--- config.mk ---
export PLATFORM = sky130hd
export DESIGN_NAME = chi_intr_scheduler
export DESIGN_NICKNAME = d
export VERILOG_FILES = /design/src/rtl/chi_intr_scheduler.sv
export SDC_FILE = /design/constraint.sdc
export NUM_CORES = 1
export LEC_CHECK = 0
export CAP_MARGIN = 10
export CORE_UTILIZATION = 54
export CTS_BUF_LIST = sky130_fd_sc_hd__clkbuf_16
export DETAILED_ROUTE_END_ITERATION = 12
export GPL_TIMING_DRIVEN = 0
export PLACE_DENSITY = 0.84
export SYNTH_ARGS = -nofsm -noshare
export SYNTH_HDL_FRONTEND = slang
export SYNTH_SLANG_ARGS = --single-unit
--- constraint.sdc ---
create_clock -name clk -period 3.5 [get_ports clk]
set_clock_uncertainty 0.15 [all_clocks]
set_input_delay 0.875 -clock clk [delete_from_list [all_inputs] [get_ports clk]]
set_output_delay 0.875 -clock clk [all_outputs]
set_load 0.05 [all_outputs]
--- src/rtl/chi_intr_scheduler.sv ---
// Interrupt message scheduler: round-robin over four level sources, one outstanding
// message at a time, with a programmable idle holdoff between accepted messages.
module chi_intr_scheduler #(
  parameter int CNT_W = 16
) (
  input  logic             clk,
  input  logic             resetn,
  input  logic [3:0]       src_pend,
  input  logic [3:0]       src_en,
  input  logic [CNT_W-1:0] holdoff_cycles,
  output logic             msi_req,
  output logic [1:0]       msi_vec,
  input  logic             msi_ack,
  output logic [3:0]       svc_mask,
  output logic             busy
);

  typedef enum logic [1:0] {IDLE, REQ, HOLDOFF} state_t;

  state_t           state, state_nxt;
  logic [CNT_W-1:0] cnt, cnt_nxt;
  logic [1:0]       last_grant, last_grant_nxt;
  logic [1:0]       vec_nxt;
  logic             req_nxt;
  logic [3:0]       mask_nxt;
  logic [3:0]       eligible;

  // First eligible index above the previous grant, wrapping; k=4 wraps back to last.
  function automatic logic [1:0] rr_pick(input logic [3:0] elig, input logic [1:0] last);
    logic [1:0] idx;
    logic [1:0] pick;
    logic       found;
    pick  = last;
    found = 1'b0;
    for (int k = 1; k <= 4; k++) begin
      idx = last + 2'(k);
      if (!found && elig[idx]) begin
        pick  = idx;
        found = 1'b1;
      end
    end
    return pick;
  endfunction

  always_comb begin
    eligible       = src_pend & src_en & ~svc_mask;
    state_nxt      = state;
    cnt_nxt        = cnt;
    last_grant_nxt = last_grant;
    req_nxt        = msi_req;
    vec_nxt        = msi_vec;
    // A source leaves the mask once its pending level has been seen low.
    mask_nxt       = svc_mask & src_pend;
    case (state)
      IDLE: begin
        if (|eligible) begin
          vec_nxt   = rr_pick(eligible, last_grant);
          req_nxt   = 1'b1;
          state_nxt = REQ;
        end
      end
      REQ: begin
        if (msi_ack) begin
          mask_nxt[msi_vec] = 1'b1;
          last_grant_nxt    = msi_vec;
          req_nxt           = 1'b0;
          if (holdoff_cycles == '0) begin
            state_nxt = IDLE;
          end else begin
            cnt_nxt   = holdoff_cycles;
            state_nxt = HOLDOFF;
          end
        end
      end
      HOLDOFF: begin
        cnt_nxt = cnt - 1'b1;
        if (cnt <= CNT_W'(1)) begin
          state_nxt = IDLE;
        end
      end
      default: state_nxt = IDLE;
    endcase
  end

  always_ff @(posedge clk) begin
    if (!resetn) begin
      state      <= IDLE;
      cnt        <= '0;
      last_grant <= 2'd3;
      msi_req    <= 1'b0;
      msi_vec    <= 2'd0;
      svc_mask   <= 4'd0;
      busy       <= 1'b0;
    end else begin
      state      <= state_nxt;
      cnt        <= cnt_nxt;
      last_grant <= last_grant_nxt;
      msi_req    <= req_nxt;
      msi_vec    <= vec_nxt;
      svc_mask   <= mask_nxt;
      busy       <= (state_nxt != IDLE);
    end
  end

endmodule

## After elaboration in Yosys (flattened, before gate mapping)

Cells that the tools add are included.

| word-level totals | value |
|---|---|
| output and inout bits | 8 |
| register bits | 28 |
| ROM bits | 0 |
| input bits | 27 |
| word-level logic and storage cells | 81 |
| latch bits | 0 |
| RAM bits | 0 |
| memories kept | 0 |

| cells by class | value |
|---|---|
| order comparisons | 7 |
| reduce and logical (&&, ||, !) cells | 17 |
| divide/modulo/power cells | 0 |
| mux-type cells | 36 |
| bitwise logic cells | 5 |
| multiply operators | 0 |
| add/subtract/negate cells | 4 |
| eq/ne operators | 5 |
| shifts and indexed selects | 0 |

Operators by type and width:

| operator | count |
|---|---|
| two-way mux 16 bit | 2 |
| case mux 16 bit (2 select lines) | 1 |
| less-or-equal comparator 16 x 1 -> 1 bit, second input constant | 1 |
| logical NOT 16 bit | 1 |
| two-way mux 1 bit | 16 |
| two-way mux 2 bit | 8 |
| subtractor 16 x 1 -> 16 bit, second input constant | 1 |
| < comparator 2 x 3 -> 1 bit, second input constant | 5 |
| AND 4 bit | 3 |
| binary-select mux 1 bit (select 2 bit) | 4 |
| two-way mux 4 bit | 2 |
| inequality test 2 bit, second input constant | 3 |
| case mux 2 bit (3 select lines) | 1 |
| AND reduction 3 bit | 2 |
| nonzero test 2 bit | 3 |
| adder 2 bit, second input constant | 2 |
| logical AND 1 bit | 4 |
| NOT 4 bit | 1 |
| OR 4 bit | 1 |
| AND reduction 2 bit | 2 |
| OR reduction 4 bit | 1 |
| logical NOT 1 bit | 3 |
| adder 2 x 1 -> 2 bit, second input constant | 1 |
| demux 1 bit (select 2 bit) | 1 |
| 5 further kinds | 5 |

## Logic depth before layout (Yosys ltp)

| depth | value |
|---|---|
| word-level depth | 20 |
| depth in mapped cells | 7 |
| gate-level depth less buffers | 6 |

## Worst setup path before layout

OpenSTA, ideal clock, no wires.

| timing path | value |
|---|---|
| path type | in2reg |
| from | input port holdoff_cycles[10] |
| to | register cnt[8] |
| stages on the path | 5 |
| data arrival time | 1.972 ns |
| data required time | 3.234 ns |
| library setup time | 0.116 ns |
| path buffers | 1 |
| setup slack | 1.262 ns |
| path through | nor4_1 nand4_1 clkbuf_1 a211o_1 o211a_1 |

| on the way | value |
|---|---|
| word-level cells in the longest chain between the ends | 3 |

Ends and longest elaborated chain:

| item | line | RTL |
|---|---|---|
| from (decl) | 10 | `input logic [CNT_W-1:0] holdoff_cycles,` |
| logical NOT 16 bit | 67 | `if (holdoff_cycles == '0) begin` |
| inequality test 2 bit (no line) | n/a |  |
| AND reduction 3 bit (no line) | n/a |  |
| to (signal assigned) | 96 | `cnt <= cnt_nxt;` |
| to (decl) | 21 | `logic [CNT_W-1:0] cnt, cnt_nxt;` |

Every way passes these cells.
A chain may end at the register's enable or synchronous reset.

## Worst setup path in the final report

Same ends and word-level chain as after synthesis.

==> summary.txt <==
Critical path
  • CP cell instances: clkdlybuf4s50_1 > nor4_1 > nand4_1 > clkbuf_1 > a211o_1 > o211a_1
  • Reg2Reg Setup Slack: between 1 and 1.5 ns
  • Delay-heaviest family, CP: simple AND/OR/NAND/NOR gates
  • Worst Setup Start Kind: input port
  • CP Depth: 6
  • CP max stage delay: roughly 0.52 ns
  • Worst path buffer plus inverter count: 2
  • Origin of the critical flop-to-flop path: state[1]
  • R2r endpoint: cnt[0]
  • FF-to-FF path depth: 6
  • Crit-path slowest cell: nor4_1
  • Setup Crit Path Kind: input port to register
  • Worst Path Arrival: 3.02 ns
  • Crit. End Element: register
  • CP Max Fanout: 10
  • WP data required: approximately 3.5 ns

Place
  • I/O Buffers: 34
  • HPWL Detailed: about 3.6 mm
  • Final RePlAce weighted congestion: roughly 0.91
  • Post-placement cell area: approximately 2000 um2

Worst hold path
  • WHS Endpoint: cnt[15]
  • Min-delay worst type: register to register
  • Hold path depth: 2
  • Hold Path Origin: cnt[15]

GRT
  • GRT Total Usage: about a third
  • Vias in the first global route: around 1700
  • Largest net degree at the start of global routing: 16
  • Total grt overflow: 0
  • Initial antenna violation count: 0
  • First-pass GRT wire length: about 8.2 mm

Routing
  • DRC violations left: 4
  • Router iterations before antenna repair: 8
  • DRT iter0 DRCs: 117
  • Vias: roughly 1800
  • Final ANT Viol Nets: 0
  • WL final: 5.058 mm
  • Vias per cell: between 6 and 7
  • DR WL/cell: roughly 19 um

Die
  • FP Rows: 19
  • Die Span X: roughly 57 um
  • Die Ht: between 50 and 60 um
  • Die footprint: 3240 um2
  • Core Region: about 2800 um2
  • Boundary pin count: 35
  • Initial Util: between 50 and 60%

Timing
  • Final Cycle Share: 85.94%
  • Slew @ Worst Pin: ~0.57 ns
  • Final Setup Violations: 0
  • Final hold violation count: 0
  • Peak Freq: around 330 MHz
  • Unrepaired setup endpoints after global routing: no
  • Minimum clock period: about 3.0 ns
  • WHS: roughly 0.37 ns
  • Setup TNS Final: 0 ns
  • Worst rel slew slack: roughly three fifths
  • Max Slew Vio Count: 0

Final layout
  • # nets final: 265
  • Multi-input logic area: 973.4 um2
  • Inserted Diodes: 0
  • P&R area growth vs syn: 28.11%
  • FILL cells: ~220
  • Post-Layout Inst Area: about 2100 um2
  • Layout cells sized above 1: around 6.4%
  • Register area: approximately 560 um2

Synthesis
  • Synth Net Count: between 200 and 250
  • Syn_area_per_cell: between 8 and 9 um2
  • Share of the yosys chip area belonging to registers: around a third
  • Syn Inst Count: between 150 and 200
  • Synthesized area: 1629 um2
  • Dominant synthesized flop cell: dfxtp_1
  • Number of synthesized flops with an enable pin: 0
  • Yosys warns: 0
  • Ys async rst share: 0%
  • Yosys reg bits: 28
  • Count of cell types in the netlist: 55

CTS
  • Cts-stage hold buffer count: 0
  • Clk sinks: 28
  • Clock tree buffer depth: 2
  • Clk slew on worst S/H paths: about 0.07 ns
  • TritonCTS clock tree: built
  • Root buffer cell: clkbuf_16
  • Clk_lat worst skew: roughly 0.26 ns
  • CTS H-tree lvls: 1
  • CTS resizes: 0
  • Total setup buffers inserted after CTS: 0
  • CTS buffer count: 3

Status
  • Violated checks: design-rule violations
  • Outcome: finished with violations

Power
  • Power Dens Cells: 485.0 nW/um2
  • Leak: about 0.85 nW
  • VDD IR max: ~240 uV

Run
  • Max_cap viols: 0
==> per-layer routing <==
layer / wire length (um) / up-vias / track usage (%)
met2: 2318 / 105 / 50.08
met5: 0 / - / 0
met4: 89 / 0 / 17.07
li1: - / 840 / -
met1: 2170 / 857 / 44.79
met3: 479 / 11 / 6.452
==> cell type report <==
class	instances	share of cell area, %
Clock inverter	1	0.1799
Clock buffer	3	3.597
Tap cell	31	1.859
Multi-Input combinational cell	147	46.64
Timing Repair Buffer	34	16.31
Inverter	9	1.619
Buffer	13	2.938
Sequential cell	28	26.86
==> power by group <==
| part | leakage, nW | switching, mW | internal (mW) |
|---|---|---|---|
| Combinational | 0.582 | 0.196 | 0.152 |
| Clock | 0.0385 | 0.112 | 0.153 |
| Sequential | 0.229 | 0.0402 | 0.359 |
| Total | 0.850 | 0.348 | 0.664 |
==> registers in the layout, indices dropped and copies added (netlist names) <==
| signal | flops |
|---|---|
| svc_mask | 4 |
| msi_vec | 2 |
| busy | 1 |
| last_grant | 2 |
| cnt | 16 |
| msi_req | 1 |
| state | 2 |
==> cells in the final DEF (no fill, tap or decap), types with 3 or more instances in the layout <==
cell and instances:
o21a_1 3, clkdlybuf4s50_1 34, o21ai_0 4, a41o_1 3
clkbuf_1 10, nand2_1 16, o211ai_1 5, nand3b_1 6
o221a_2 3, a211o_1 4, o31a_1 3, or4_1 4
or3_1 6, nor3_1 5, nor2_1 12, a21oi_1 13
and3_1 3, dfxtp_1 28, nand3_1 5, clkbuf_16 3
inv_1 9, nand4_1 3, nor4_1 8, or2_2 4
==> cells in the mapped netlist, drive strengths merged, types with 2 or more instances <==
master	count	area (um2)
dfxtp	28	560.5
nand2	16	60.06
a21oi	13	65.06
nor2	12	45.04
clkbuf	10	37.54
inv	9	33.78
nor4	8	50.05
nand3b	6	45.04
or3	6	37.54
nand3	5	25.02
nor3	5	25.02
o211ai	5	37.54
or2	5	31.28
a211o	4	35.03
o21ai	4	20.02
or4	4	30.03
a41o	3	30.03
and3	3	18.77
buf	3	23.77
nand4	3	18.77
o21a	3	22.52
o221a	3	33.78
o31a	3	26.28
a211oi	2	15.01
a2bb2oi	2	17.52
and3b	2	17.52
ha	2	25.02
o211a	2	20.02
o32ai	2	17.52
o41ai	2	17.52
==> worst max-delay path by stage <==
stage / startpoint / end / slack, ns
3_3_place_gp: holdoff_cycles[10] / cnt[8] / 0.34
5_1_grt: holdoff_cycles[10] / cnt[0] / 0.42
3_5_place_dp: holdoff_cycles[10] / cnt[8] / 0.33
2_1_floorplan: holdoff_cycles[10] / cnt[8] / 1.26
4_1_cts: holdoff_cycles[10] / cnt[8] / 0.60
6_report: holdoff_cycles[10] / cnt[8] / 0.49
==> through the flow <==
| step | total power [mW] | utilization (%) | std cells | worst slack [ns] |
|---|---|---|---|---|
| detailed placement | 0.7403 | 71.59 | 262 | 0.3331 |
| CTS | 1.000 | 74.40 | 266 | 0.6012 |
| global placement | 0.7264 | 71.59 | 262 | 0.3391 |
| global route | 1.062 | 74.40 | 266 | 0.4201 |
| finish | 1.012 | 74.40 | 266 | 0.4921 |
| floorplan | 0.6258 | - | 197 | 1.262 |
==> logic make-up (layout without fill, tap and decap cells) <==
family	Yosys count	after routing	synth area share, %
AOI/OAI and AO/OA	62	62	29.11
adders and majority gates	2	2	1.536
and+or+nand+nor	82	82	28.50
DFF	28	28	34.41
buffers and inverters	22	60	5.837
muxes	1	1	0.6145
==> worst min-delay path: cells and delay by family, from the launching register on <==
kind / cells / cell delay [ns]
AO/OA/AOI/OAI: 2 / 0.14
flip-flops: 1 / 0.33
No activity file was read; power rests on OpenSTA's default activity.
